--- src/rtl/sobol_pkg.sv ---
// rtl/sobol_pkg.sv - shared width default and direction-vector helpers for the Sobol dimension-1 RNG
//
// Contents:
//   SOBOL_WIDTH  default output/counter width (mirrors the codebase-wide INWD)
//   SOBOL_MAXW   widest WIDTH the helper functions accept
//   lsz_idx      index of the least-significant zero bit of a w-bit value; all-ones maps to w-1
//   sobol_dir    dimension-1 direction vector v[k] = 1 << (w-1-k) for a w-bit sequence
package sobol_pkg;

    localparam int SOBOL_WIDTH = 8;
    localparam int SOBOL_MAXW  = 32;

    // Scanning from the top down leaves the lowest zero position in r.
    // When no zero exists below bit w, r keeps its initial w-1, which makes
    // the final step of a period clear the last remaining bit of the output.
    function automatic int lsz_idx(input logic [SOBOL_MAXW-1:0] v, input int w);
        int r;
        r = w - 1;
        for (int i = SOBOL_MAXW - 1; i >= 0; i--) begin
            if (i < w && !v[i]) begin
                r = i;
            end
        end
        return r;
    endfunction

    // Van der Corput base 2: direction vectors are single bits placed MSB-first.
    function automatic logic [SOBOL_MAXW-1:0] sobol_dir(input int k, input int w);
        return SOBOL_MAXW'(1) << (w - 1 - k);
    endfunction

endpackage

--- src/rtl/sobol_lsz_detect.sv ---
// rtl/sobol_lsz_detect.sv - least-significant-zero priority encoder for the Sobol counter
//
// Ports:
//   cnt  in   WIDTH  sequence counter
//   c    out  CW     index of the lowest zero bit of cnt; WIDTH-1 when cnt is all ones
module sobol_lsz_detect
    import sobol_pkg::*;
#(
    parameter int WIDTH = SOBOL_WIDTH,
    parameter int CW    = (WIDTH > 1) ? $clog2(WIDTH) : 1
) (
    input  logic [WIDTH-1:0] cnt,
    output logic [CW-1:0]    c
);

    assign c = CW'(lsz_idx(SOBOL_MAXW'(cnt), WIDTH));

endmodule

--- src/rtl/sobol_rng_dim1.sv ---
// rtl/sobol_rng_dim1.sv - Sobol dimension-1 (van der Corput base 2) quasi-random number source
//
// Emits one WIDTH-bit value per enabled clock using the Gray-code recurrence
// sobolSeq ^= v[lsz(cnt)], so sobolSeq always equals bitreverse(gray(cnt)).
// Sequence period is 2**WIDTH; the first value after reset is 0.
//
// Ports:
//   clk       in   1      rising-edge clock
//   rst_n     in   1      asynchronous active-low reset
//   enable    in   1      advance the sequence on this edge
//   sobolSeq  out  WIDTH  current Sobol number (registered)
//   idx       out  WIDTH  current sequence index, present only with SOBOL_RNG_IDX_EN
//
// Build option: SOBOL_RNG_IDX_EN exposes the internal counter as idx.
module sobol_rng_dim1
    import sobol_pkg::*;
#(
    parameter int WIDTH = SOBOL_WIDTH
) (
    input  logic             clk,
    input  logic             rst_n,
    input  logic             enable,
    output logic [WIDTH-1:0] sobolSeq
`ifdef SOBOL_RNG_IDX_EN
    ,
    output logic [WIDTH-1:0] idx
`endif
);

    localparam int CW = (WIDTH > 1) ? $clog2(WIDTH) : 1;

    logic [WIDTH-1:0] cnt;
    logic [CW-1:0]    c;
    logic [WIDTH-1:0] dir;

    sobol_lsz_detect #(
        .WIDTH (WIDTH),
        .CW    (CW)
    ) u_lsz (
        .cnt (cnt),
        .c   (c)
    );

    // Direction vectors are constants; only the selected bit position varies.
    assign dir = WIDTH'(sobol_dir(int'(c), WIDTH));

    always_ff @(posedge clk or negedge rst_n) begin
        if (!rst_n) begin
            cnt      <= '0;
            sobolSeq <= '0;
        end else if (enable) begin
            sobolSeq <= sobolSeq ^ dir;
            cnt      <= cnt + WIDTH'(1);
        end
    end

`ifdef SOBOL_RNG_IDX_EN
    // cnt is already a register, so idx shares sobolSeq's timing exactly.
    assign idx = cnt;
`else
    // cnt stays internal; it is fully consumed by the priority encoder.
`endif

endmodule

--- config.mk ---
export PLATFORM = sky130hd
export DESIGN_NAME = sobol_rng_dim1
export DESIGN_NICKNAME = d
export VERILOG_FILES = /design/src/rtl/sobol_pkg.sv /design/src/rtl/sobol_lsz_detect.sv /design/src/rtl/sobol_rng_dim1.sv
export SDC_FILE = /design/constraint.sdc
export NUM_CORES = 1
export LEC_CHECK = 0
export ABC_AREA = 1
export CORE_MARGIN = 8
export CORE_UTILIZATION = 56
export CTS_BUF_LIST = sky130_fd_sc_hd__clkbuf_16
export DETAILED_ROUTE_END_ITERATION = 7
export DONT_BUFFER_PORTS = 1
export PLACE_DENSITY = 0.69
export SLEW_MARGIN = 40
export SYNTH_ARGS = -nofsm -noshare
export SYNTH_HDL_FRONTEND = slang
export SYNTH_SLANG_ARGS = --single-unit
export TNS_END_PERCENT = 100
--- constraint.sdc ---
create_clock -name clk -period 1.9 [get_ports clk]
set_clock_uncertainty 0.1 [all_clocks]
set_input_delay 0.19 -clock clk [delete_from_list [all_inputs] [get_ports clk]]
set_output_delay 0.19 -clock clk [all_outputs]
set_load 0.005 [all_outputs]
-- After elaboration in Yosys (flattened, before gate mapping)
Index checks and enable logic that the tools add are counted.
- register bits after elaboration: 16
- input bits: 3
- add/subtract/negate cells: 2
- shift operators: 1
- mux-type cells: 7
- bitwise operators: 1
- operators by type and width (kind ; number):
    << shifter 1 x 32 -> 8 bit (first input constant) ; 1
    2-to-1 mux 3 bit ; 6
    adder 8 x 1 -> 8 bit (second input constant) ; 1
    bitwise XOR 8 bit ; 1
    subtractor 3 x 3 -> 4 bit (first input constant) ; 1
    2-to-1 mux 1 bit ; 1

-- Logic depth before layout (Yosys ltp)
Gate-level depths: netlist of the first run.
- depth in word-level cells: 10
- gate-level depth with buffers: 10
- gate-level depth less buffers: 10

-- Hierarchy
A second synthesis of the first run with hierarchy kept.
- cells, all modules: 95
- area, all modules: 805.8 um2
- by module, submodules not included (module ; instances ; cells each ; area an instance (um2)):
    sobol_rng_dim1 ; 1 ; 83 ; 754.5
    sobol_lsz_detect ; 1 ; 12 ; 51.3

-- Worst setup path before layout of the first run
Ideal clock, no wire load.
- path type: reg2reg
- start: reg cnt[0]
- end: reg sobolSeq[2]
- setup time: 0.123 ns
- data arrival time: 1.139 ns
- setup slack: 0.538 ns
- cell stages (with the launch flop): 6
- buffers on the path: 0
- clock period less this slack: 1.362 ns
- cells stage by stage: dfrtp_1 -> nand2_4 -> nor2_8 -> nand3_2 -> or2_4 -> xnor2_2
- longest elaborated chain between the ends: 4
- RTL lines (item ; line ; RTL):
    start: declaration ; sobol_rng_dim1.sv:32 ; logic [WIDTH-1:0] cnt;
    start signal: assignment ; sobol_rng_dim1.sv:53 ; cnt <= cnt + WIDTH'(1);
    2-to-1 mux 3 bit ; sobol_pkg.sv:20 ; if (i < w && !v[i]) begin
    subtractor 3 x 3 -> 4 bit ; sobol_pkg.sv:29 ; return SOBOL_MAXW'(1) << (w - 1 - k);
    << shifter 1 x 32 -> 8 bit ; sobol_pkg.sv:29 ;
    bitwise XOR 8 bit ; sobol_rng_dim1.sv:52 ; sobolSeq <= sobolSeq ^ dir;
    end signal: assignment ; sobol_rng_dim1.sv:52 ;
    end: declaration ; sobol_rng_dim1.sv:23 ; output logic [WIDTH-1:0] sobolSeq
No other way between the ends.
A chain may end at the register's enable or synchronous reset.

-- Worst setup path after layout of the first run
- start: reg cnt[3]
- end: reg sobolSeq[0]
- longest elaborated chain between the ends: 7
- RTL lines (item ; line):
    2-to-1 mux 3 bit (4 in series) ; sobol_pkg.sv:20
    subtractor 3 x 3 -> 4 bit ; sobol_pkg.sv:29
    << shifter 1 x 32 -> 8 bit ; sobol_pkg.sv:29
    bitwise XOR 8 bit ; sobol_rng_dim1.sv:52
No other way between the ends.

==> parameters.txt, run 1 <==
Parameter                              Value

Outcome
  Status ... complete, no violations

Drt
  Antenna-violating nets left ... 0
  First-pass iteration count of the detailed router ... 4
  DR DRC count ... 0
  Violation count after the first detailed-routing iteration ... 6
  Via count normalized by instance count ... 5.389
  Routed wirelength normalized by instance count ... ~13 microns
  Via Count ... around 580
  Wire length reported by the detailed router ... roughly 1400 microns

Timing
  Period Utilization, post-route ... 0.7770
  Clock period minus final worst setup slack ... ~1.5 ns
  Fmax achieved ... between 600 and 700 MHz
  Total count of hold-check failures in the final report ... 0
  Worst relative slew slack ... 0.5695
  Finish-stage setup viols ... 0
  Pins over their slew limit ... 0
  Setup Total Neg Slack ... 0 ns
  RSZ-0062 raised after global routing ... no
  Actual slew at the worst max-slew pin ... roughly 0.64 ns

Clock network
  # clock sinks ... 15
  Post-CTS Setup Inserts ... 0
  Insertion delay of the later-clocked pin in the worst-skew pair ... 0.24 ns
  Clock tree root driver cell ... clkbuf_16
  Max clock buf depth ... 2
  Worst-path clk slew ... 0.05 ns
  CTS tree ... built
  CTS HTree Levels ... 1
  Number of CTS-inserted buffers ... 3

Die
  Die height ... between 50 and 60 microns
  Total I/O pin count ... 11
  Die ar. ... about 0.0028 sq mm
  Die X-Extent ... 53.04 microns
  Initial standard-cell utilization of the core ... 0.5979
  Placement Rows ... 13
  Core region area ... 0.001285 sq mm

Critical path
  Signal arrival time at the worst endpoint ... around 1.5 ns
  Highest cell delay on the worst timing path ... 0.42 ns
  Cell-by-cell trace of the critical path ... nand2_2 > nor2_1 > nor3_2 > nand4_1 > nand2_1 > nand2_1
  Top cell by count, worst path ... nand2_1
  Register-to-register path setup slack ... 0.42 ns
  Critical path startpoint category ... flop
  Crit end category ... flop
  CP max stage cell ... dfrtp_1
  Start-to-end type of the worst setup path ... flop to flop
  Peak fanout along the critical path ... 6
  Number of buffer and inverter stages on the critical path ... 0
  Data required time of the worst path ... around 1.9 ns
  Cell type group with the largest total delay on the critical path ... simple AND/OR/NAND/NOR gates

Pwr
  Internal power ... just under 900 uW
  Total net switching power ... slightly above 500 uW
  Max VDD drop ... 889.5 uV
  Fraction of power spent switching nets ... 0.3632
  Proportion of power drawn by combinational gates ... 0.265
  Flop pwr share ... 0.450
  Leakage ... between 0.0004 and 0.0005 uW
  Clock network power share ... 0.285
  Power density of the placed cells ... 1575 mW/mm^2

Logic synthesis
  Top-area cell type share of the netlist area ... 0.4886
  Synthesized net count ... between 90 and 100
  Library cells used by synthesis ... 20
  Post-synthesis sequential area ratio ... 0.4886
  Largest cells by area after synthesis ... dfrtp_1, nand2_1, xor2_1
  Synthesized netlist cell count ... a little under 90
  Mapped cell area ... just under 800 sq um
  Commonest cells post-synth ... nand2_1, dfrtp_1, inv_1
  Post-synth top flop ... dfrtp_1
  Asr flop ratio synth ... 1.000
  Synthesis warning total ... 0
  Post-synth EDFFs ... 0
  Cell taking the most area after synthesis ... dfrtp_1
  Leading cell type by number of instances after synthesis ... nand2_1
  Post-synthesis register bit count ... 15
  Mapped Avg Cell Area ... between 8 and 9 sq um

Final layout
  Number of fillers in the final layout ... 104
  Fraction of final layout cells with drive strength greater than 1 ... 0.1183
  Final non-filler cell total ... 108
  P&R area growth vs syn ... 15.31%
  Diodes inserted ... 0
  # nets final ... 98

Global routing
  Wire length of the first global-routing pass ... about 2500 microns
  Met1 demand-to-capacity share in global routing ... 0.1281
  Global-route congestion overflow total ... 0
  Via count of the first global-routing pass ... about 570
  Met2 Use GR ... 0.2051
  Pin count of the biggest net entering global routing ... 16
  Initial antenna violation count ... 0
  Aggregate global-route resource usage ... 0.1212
  Most heavily used metal layer in global routing ... met2
  GR Layer Usage met3 ... 0.04762

Min path
  Class of the tightest hold or removal check ... input port to flop

Placed design
  Total placed cells including tap cells ... just over 100
  Count of buffers inserted at the top-level ports ... 0
  Final HPWL from detailed placement ... a little under 1000 microns
  Final GP Congestion ... about 0.76

Job
  Max-cap check violation count ... 0
## power groups by stage
stage                     clock (uW)  combinational (uW)  sequential, uW
after global placement             0                 342             626
after detailed placement           0                 356             633
after floorplan                    0                 307             596
final                            398                 369             628
after global routing             414                 424             655
after CTS                        402                 373             633
## per-layer routing
| metal | vias up | routed length (microns) |
|---|---|---|
| li1 | 288 | - |
| met4 | 0 | 18 |
| met5 | - | 0 |
| met2 | 9 | 751 |
| met1 | 283 | 611 |
| met3 | 2 | 57 |
## worst register-to-register path: cells and delay by family (launching register included)
family,cells,cell delay [ns]
simple gates,6,0.84
flops,1,0.42
## state kept, by name, summed over array words and instances (netlist names)
name / flops
cnt: 7
sobolSeq: 8
## layout by cell type (no fill, tap or decap), drive strengths merged
| cell type | count |
|---|---|
| dlygate4sd3 | 2 |
| clkbuf | 3 |
| nand2 | 30 |
| nand4 | 5 |
| xor2 | 6 |
| nor3 | 3 |
| nand3 | 4 |
| or2 | 1 |
| ha | 1 |
| xnor2 | 2 |
| inv | 13 |
| dfrtp | 15 |
| o21ai | 2 |
| a21oi | 1 |
| nor2 | 5 |
## logic make-up (layout without fill, tap and decap cells)
kind of cell | after synthesis | count (layout) | synth area share
xor+xnor | 8 | 8 | 0.1010
fa+ha+maj | 1 | 1 | 0.01628
simple gates | 48 | 48 | 0.3160
buf+inv | 12 | 18 | 0.05863
compound gates | 3 | 3 | 0.01954
flops | 15 | 15 | 0.4886
## per-stage QoR
step	worst slack, ns	power, uW	utilization	instance area, sq um	hold WS (ns)
2_1_floorplan	0.5382	902.1	-	768.2	-0.2056
3_3_place_gp	0.4421	968.8	0.6125	787.0	-0.2052
3_5_place_dp	0.4409	988.9	0.6125	787.0	-0.2053
4_1_cts	0.4300	1408	0.6894	885.9	0.01291
5_1_grt	0.2836	1494	0.6894	885.9	0.01451
6_report	0.4237	1395	0.6894	885.9	0.01047
## final timing paths
kind / start / to / depth (start not counted)
max: cnt[3] / sobolSeq[0] / 6
min: enable / cnt[0] / 2
max reg2reg: cnt[3] / sobolSeq[0] / 6
min reg2reg: sobolSeq[7] / sobolSeq[7] / 1
max in group asynchronous: rst_n / sobolSeq[2] / 1
min in group asynchronous: rst_n / sobolSeq[6] / 1
## area by class of cell
| type | instances | area [sq um] | area share |
|---|---|---|---|
| multi-input combinational | 60 | 347.8 | 0.3927 |
| tap | 15 | 18.77 | 0.02119 |
| timing repair buffer | 2 | 20.02 | 0.02260 |
| clock inverter | 1 | 3.754 | 0.004237 |
| sequential | 15 | 375.4 | 0.4237 |
| inverter | 12 | 45.04 | 0.05085 |
| clock buffer | 3 | 75.07 | 0.08475 |
## what timing repair did
item,in CTS,in global routing
hold endpoints to repair,17,0
resized for setup,0,0
hold buffers,2,0
Note: power is estimated with default switching activity, not from simulation.
==> inputs of run 2 (changes only) <==
clock period = 1.5 ns   (was 1.9 ns; I/O delays follow)
==> parameters.txt, run 2 (synthesis results as in run 1) <==
Parameter                              Value

Outcome
  Status ... complete, no violations (unchanged)

Global routing
  Pin count of the biggest net entering global routing ... 16 (unchanged)
  Via count of the first global-routing pass ... 548 (was 574)
  Wire length of the first global-routing pass ... 2477 microns (was 2511 microns)
  Global-route congestion overflow total ... 0 (unchanged)
  Aggregate global-route resource usage ... 0.1162 (was 0.1212)
  Initial antenna violation count ... 0 (unchanged)

Final layout
  Final instance area ... 918.4 sq um (was 885.9 sq um)
  Final non-filler cell total ... 110 (was 108)
  Largest register by flop count ... sobolSeq (unchanged)
  # nets final ... 100 (was 98)
  Number of fillers in the final layout ... 96 (was 104)
  Leading cell type in the layout, fill and taps excluded ... nand2_1 (unchanged)
  Diodes inserted ... 0 (unchanged)
  Area of combinational cells with multiple inputs ... 361.6 sq um (was 347.8 sq um)
  Commonest cells after routing, fill and taps aside ... nand2_1, dfrtp_1, inv_1 (unchanged)
  Largest regs ... sobolSeq: 8 flops, cnt: 7 flops (unchanged)
  P&R area growth vs syn ... 19.54% (was 15.31%)
  Register area ... 376.6 sq um (was 375.4 sq um)
  Fraction of final layout cells with drive strength greater than 1 ... 0.1474 (was 0.1183)
  Max FFs per register ... 8 (unchanged)

Clock network
  Insertion delay of the later-clocked pin in the worst-skew pair ... 0.24 ns (about the same)
  Clock tree root driver cell ... clkbuf_16 (unchanged)
  Worst-path clk slew ... 0.05 ns (about the same)
  Max clock buf depth ... 2 (unchanged)
  Number of CTS-inserted buffers ... 3 (unchanged)
  Post-CTS Setup Inserts ... 0 (unchanged)
  CTS tree ... built (unchanged)
  CTS HTree Levels ... 1 (unchanged)
  # clock sinks ... 15 (unchanged)

Pwr
  Fraction of power spent switching nets ... 0.3704 (was 0.3632)
  Internal power ... 1146 uW (was 888.3 uW)
  Total Power Consumption ... 1820 uW (was 1395 uW)
  Clock network power share ... 0.277 (was 0.285)
  Leakage ... 0.0004825 uW (was 0.0004703 uW)
  Flop pwr share ... 0.434 (was 0.450)
  Max VDD drop ... 1170 uV (was 889.5 uV)
  Total net switching power ... 674.0 uW (was 506.7 uW)
  Power density of the placed cells ... 1981 mW/mm^2 (was 1575 mW/mm^2)
  Proportion of power drawn by combinational gates ... 0.289 (was 0.265)

Drt
  Via count normalized by instance count ... 5.127 (was 5.389)
  Antenna-violating nets left ... 0 (unchanged)
  Violation count after the first detailed-routing iteration ... 8 (was 6)
  Wire length reported by the detailed router ... 1486 microns (was 1438 microns)
  Routed wirelength normalized by instance count ... 13.51 microns (was 13.31 microns)
  First-pass iteration count of the detailed router ... 4 (unchanged)
  Via Count ... 564 (was 582)
  DR DRC count ... 0 (unchanged)

Timing
  Clock period minus final worst setup slack ... 1.397 ns (was 1.476 ns)
  Actual slew at the worst max-slew pin ... 0.6744 ns (was 0.6436 ns)
  Total count of hold-check failures in the final report ... 0 (unchanged)
  Final critical-path setup slack ... 0.1034 ns (was 0.4237 ns)
  Pins over their slew limit ... 0 (unchanged)
  Final worst hold slack ... 0.009119 ns (was 0.01047 ns)
  Finish-stage setup viols ... 0 (unchanged)
  Worst relative slew slack ... 0.5489 (was 0.5695)
  Period Utilization, post-route ... 0.9310 (was 0.7770)
  Fmax achieved ... 716.0 MHz (was 677.4 MHz)

Critical path
  Signal arrival time at the worst endpoint ... 1.42 ns (was 1.50 ns)
  Crit end category ... flop (unchanged)
  Peak fanout along the critical path ... 6 (unchanged)
  Start-to-end type of the worst setup path ... flop to flop (unchanged)
  Data required time of the worst path ... 1.52 ns (was 1.92 ns)
  CP max stage cell ... dfrtp_1 (unchanged)
  Highest cell delay on the worst timing path ... 0.39 ns (was 0.42 ns)
  Cell type group with the largest total delay on the critical path ... simple AND/OR/NAND/NOR gates (unchanged)
  Number of buffer and inverter stages on the critical path ... 1 (was 0)
  Top cell by count, worst path ... nand2_1 (unchanged)
  Cell-by-cell trace of the critical path ... inv_1 > nand2_1 > nand2_1 > nand2_1 > nand2_1 > nand2_1 > nand2_1 > nand3_1 > nand2_1 > nand2_1 (was nand2_2 > nor2_1 > nor3_2 > nand4_1 > nand2_1 > nand2_1)
  Critical path startpoint category ... flop (unchanged)

Die
  Die height ... 53.04 microns (unchanged)
  Total I/O pin count ... 11 (unchanged)
  Placement Rows ... 13 (unchanged)
  Initial standard-cell utilization of the core ... 0.5979 (unchanged)
  Core region area ... 0.001285 sq mm (unchanged)
  Die X-Extent ... 53.04 microns (unchanged)
  Die ar. ... 0.002813 sq mm (unchanged)

Placed design
  Post-Place Cell Area ... 794.5 sq um (was 787.0 sq um)
  Dpl ws ... 0.05864 ns (was 0.4409 ns)
  Final GP Congestion ... 0.7738 (was 0.7631)
  Count of buffers inserted at the top-level ports ... 0 (unchanged)
  Final HPWL from detailed placement ... 963.7 microns (was 992.3 microns)
  Total placed cells including tap cells ... 103 (was 102)

Job
  Max-cap check violation count ... 0 (unchanged)

Min path
  Class of the tightest hold or removal check ... input port to flop (unchanged)
## run 2: changes by cell type in the layout (fill, tap and decap cells not counted), sizes merged
| cell | before | now |
|---|---|---|
| buf | 0 | 1 |
| dlygate4sd3 | 2 | 3 |
## run 2: final cells by class
type | instances | area share
sequential | 15 | 0.4101
multi-input combinational | 60 | 0.3937
clock buffer | 3 | 0.08174
inverter | 12 | 0.04905
timing repair buffer | 4 | 0.04087
tap | 15 | 0.02044
clock inverter | 1 | 0.004087
## run 2: worst min-delay path: cells and delay by family
kind	cells	cell delay (ns)
AND/OR/NAND/NOR	3	0.16
## run 2: repair_timing
item	4_1_cts	5_1_grt
hold buffers	3	0
setup endpoints to repair	0	4
gates resized for setup	0	4
endpoints found under the hold margin	19	0
## run 2: stage by stage
step / setup TNS (ns) / util
6_report: 0 / 0.7147
5_1_grt: -0.004753 / 0.7147
4_1_cts: 0 / 0.7030
3_5_place_dp: 0 / 0.6183
3_3_place_gp: 0 / 0.6183
2_1_floorplan: 0 / -
## run 2: power by group through the flow
stage	sequential [uW]	combinational, uW	clock [uW]
2_1_floorplan	754	388	0
3_3_place_gp	795	443	0
3_5_place_dp	800	456	0
4_1_cts	794	481	507
5_1_grt	826	604	527
6_report	790	526	504
## run 2: worst paths after layout
kind / slack, ns / start / end / cells past startpoint
min in group asynchronous: 0.29 / rst_n / sobolSeq[6] / 1
max: 0.10 / cnt[6] / sobolSeq[1] / 10
max in group asynchronous: 0.54 / rst_n / cnt[0] / 1
max reg2reg: 0.10 / cnt[6] / sobolSeq[1] / 10
min: 0.009 / enable / cnt[5] / 3
min reg2reg: 0.41 / sobolSeq[7] / sobolSeq[7] / 1
## run 2: layer usage
layer | global-route usage | vias up | wire length, microns
met3 | 0.05322 | 2 | 82
met5 | 0 | - | 0
met2 | 0.1816 | 10 | 724
met4 | 0.03879 | 0 | 11
li1 | - | 290 | -
met1 | 0.1370 | 262 | 668
==> inputs of run 3 (changes only) <==
CORE_UTILIZATION = 55   (was 56)
PLACE_DENSITY = 0.68   (was 0.69)
==> parameters.txt, run 3 (synthesis results as in run 1) <==
Parameter                              Value

Outcome
  Status ... complete, no violations (unchanged)

Min path
  Number of instances on the worst hold path ... 3 (unchanged)
  Hold_sp ... enable (unchanged)
  End point of the most critical hold path ... cnt[5] (unchanged)
  Class of the tightest hold or removal check ... input port to flop (unchanged)

Final layout
  Fraction of final layout cells with drive strength greater than 1 ... 0.1596 (was 0.1474)
  Largest register by flop count ... sobolSeq (unchanged)
  Diodes inserted ... 0 (unchanged)
  Largest regs ... sobolSeq: 8 flops, cnt: 7 flops (unchanged)
  Final instance area ... 908.4 sq um (was 918.4 sq um)
  Leading cell type in the layout, fill and taps excluded ... nand2_1 (unchanged)
  P&R area growth vs syn ... 18.24% (was 19.54%)
  Number of fillers in the final layout ... 103 (was 96)
  Max FFs per register ... 8 (unchanged)
  # nets final ... 99 (was 100)
  Commonest cells after routing, fill and taps aside ... nand2_1, dfrtp_1, inv_1 (unchanged)
  Final non-filler cell total ... 109 (was 110)

Placed design
  Post-Place Cell Area ... 794.5 sq um (unchanged)
  Final HPWL from detailed placement ... 1052 microns (was 963.7 microns)
  Total placed cells including tap cells ... 103 (unchanged)
  Final GP Congestion ... 0.7705 (was 0.7738)
  Count of buffers inserted at the top-level ports ... 0 (unchanged)

Global routing
  Global-route congestion overflow total ... 0 (unchanged)
  Initial antenna violation count ... 0 (unchanged)
  Wire length of the first global-routing pass ... 2608 microns (was 2477 microns)
  Pin count of the biggest net entering global routing ... 16 (unchanged)
  Via count of the first global-routing pass ... 560 (was 548)
  Aggregate global-route resource usage ... 0.1258 (was 0.1162)

Drt
  DR DRC count ... 0 (unchanged)
  Antenna-violating nets left ... 0 (unchanged)
  Violation count after the first detailed-routing iteration ... 7 (was 8)
  First-pass iteration count of the detailed router ... 4 (unchanged)
  Via count normalized by instance count ... 5.321 (was 5.127)
  Wire length reported by the detailed router ... 1461 microns (was 1486 microns)
  Via Count ... 580 (was 564)
  Routed wirelength normalized by instance count ... 13.40 microns (was 13.51 microns)

Die
  Core region area ... 0.001301 sq mm (was 0.001285 sq mm)
  Initial standard-cell utilization of the core ... 0.5904 (was 0.5979)
  Total I/O pin count ... 11 (unchanged)
  Placement Rows ... 13 (unchanged)
  Die ar. ... 0.002849 sq mm (was 0.002813 sq mm)
  Die X-Extent ... 53.38 microns (was 53.04 microns)
  Die height ... 53.38 microns (was 53.04 microns)

Pwr
  Total Power Consumption ... 1791 uW (was 1820 uW)
  Max VDD drop ... 1088 uV (was 1170 uV)
  Power density of the placed cells ... 1971 mW/mm^2 (was 1981 mW/mm^2)
  Leakage ... 0.0004866 uW (was 0.0004825 uW)

Clock network
  Number of CTS-inserted buffers ... 3 (unchanged)
  CTS tree ... built (unchanged)
  Worst-path clk slew ... 0.05 ns (about the same)
  Max clock buf depth ... 2 (unchanged)
  Insertion delay of the later-clocked pin in the worst-skew pair ... 0.24 ns (about the same)
  Clock tree root driver cell ... clkbuf_16 (unchanged)
  # clock sinks ... 15 (unchanged)
  CTS HTree Levels ... 1 (unchanged)
  Post-CTS Setup Inserts ... 0 (unchanged)

Critical path
  Worst r2r dst ... cnt[6] (was sobolSeq[1])
  Data required time of the worst path ... 1.54 ns (was 1.52 ns)
  Cell-by-cell trace of the critical path ... ha_1 > nand2_1 > nor2_1 > nand2_1 > xor2_1 > inv_1 (was inv_1 > nand2_1 > nand2_1 > nand2_1 > nand2_1 > nand2_1 > nand2_1 > nand3_1 > nand2_1 > nand2_1)
  Critical path startpoint category ... flop (unchanged)
  Signal arrival time at the worst endpoint ... 1.41 ns (was 1.42 ns)
  Register-to-register path setup slack ... 0.12 ns (was 0.10 ns)
  Top cell by count, worst path ... nand2_1 (unchanged)
  CP max stage cell ... dfrtp_2 (was dfrtp_1)
  Peak fanout along the critical path ... 7 (was 6)
  Crit end category ... flop (unchanged)
  Start-to-end type of the worst setup path ... flop to flop (unchanged)
  Launch instance of the worst register-to-register path ... cnt[0] (was cnt[6])
  Worst Reg-to-Reg Cells ... 6 (was 10)
  Highest cell delay on the worst timing path ... 0.45 ns (was 0.39 ns)

Timing
  Pins over their slew limit ... 0 (unchanged)
  Fmax achieved ... 726.4 MHz (was 716.0 MHz)
  Total count of hold-check failures in the final report ... 0 (unchanged)
  Finish-stage setup viols ... 0 (unchanged)
  Period Utilization, post-route ... 0.9178 (was 0.9310)
  Setup Total Neg Slack ... 0 ns (unchanged)
  Worst relative slew slack ... 0.5523 (was 0.5489)
  Actual slew at the worst max-slew pin ... 0.6694 ns (was 0.6744 ns)
  Clock period minus final worst setup slack ... 1.377 ns (was 1.397 ns)
  RSZ-0062 raised after global routing ... no

Job
  Max-cap check violation count ... 0 (unchanged)
==> run 3: cell count changes in the layout (fill, tap and decap cells not counted) <==
cell            before  now
nand2_2              1    2
dlymetal6s4s_1       0    1
nor2_2               0    1
nor2_4               1    0
nand2_1             28   27
dlygate4sd3_1        3    1
==> run 3: layer usage <==
| metal | wire length [microns] | global-route usage |
|---|---|---|
| met3 | 112 | 0.06723 |
| met4 | 31 | 0.05042 |
| met1 | 607 | 0.1424 |
| met5 | 0 | 0 |
| met2 | 709 | 0.1934 |
==> run 3: how the worst max path moves through the flow <==
| stage | start | to | cells after the start |
|---|---|---|---|
| 5_1_grt | cnt[1] | cnt[6] | 6 |
| 6_report | cnt[0] | cnt[6] | 6 |
| 3_3_place_gp | cnt[0] | cnt[6] | 6 |
| 3_5_place_dp | cnt[0] | sobolSeq[0] | 5 |
| 4_1_cts | enable | sobolSeq[0] | 6 |
| 2_1_floorplan | cnt[0] | sobolSeq[2] | 5 |
==> run 3: area by class of cell <==
cell class,count,area (sq um),share of cell area
sequential,15,376.6,0.4146
multi-input combinational,60,359.1,0.3953
clock buffer,3,75.07,0.08264
inverter,12,45.04,0.04959
timing repair buffer,3,30.03,0.03306
tap,15,18.77,0.02066
clock inverter,1,3.754,0.004132
==> run 3: report_power, final <==
group	total, uW	internal [uW]	switching (uW)	leakage [uW]
logic	494	202	293	0.000257
clock network	505	352	153	0.0000423
registers	792	586	206	0.000187
==> run 3: per-stage QoR <==
| stage | util | hold WS, ns | setup WS [ns] |
|---|---|---|---|
| final | 0.6981 | 0.001773 | 0.1233 |
| after global placement | 0.6106 | -0.2452 | 0.1028 |
| after global routing | 0.6981 | 0.01680 | 0.01654 |
| after CTS | 0.6865 | 0.006090 | 0.0001111 |
| after detailed placement | 0.6106 | -0.2451 | 0.05994 |
| after floorplan | - | -0.2456 | 0.1382 |
==> run 3: what timing repair did <==
action / 4_1_cts / 5_1_grt
endpoints found under the hold margin: 19 / 0
setup endpoints to repair: 0 / 5
hold buffers: 2 / 0
resized for setup: 0 / 5
==> run 3: critical path, delay by kind of cell (launching register included) <==
family | cells | cell delay (ns)
flip-flops | 1 | 0.45
AND/OR/NAND/NOR | 3 | 0.36
adder cells (fa/ha/maj) | 1 | 0.17
XOR/XNOR | 1 | 0.14
buffers and inverters | 1 | 0.05
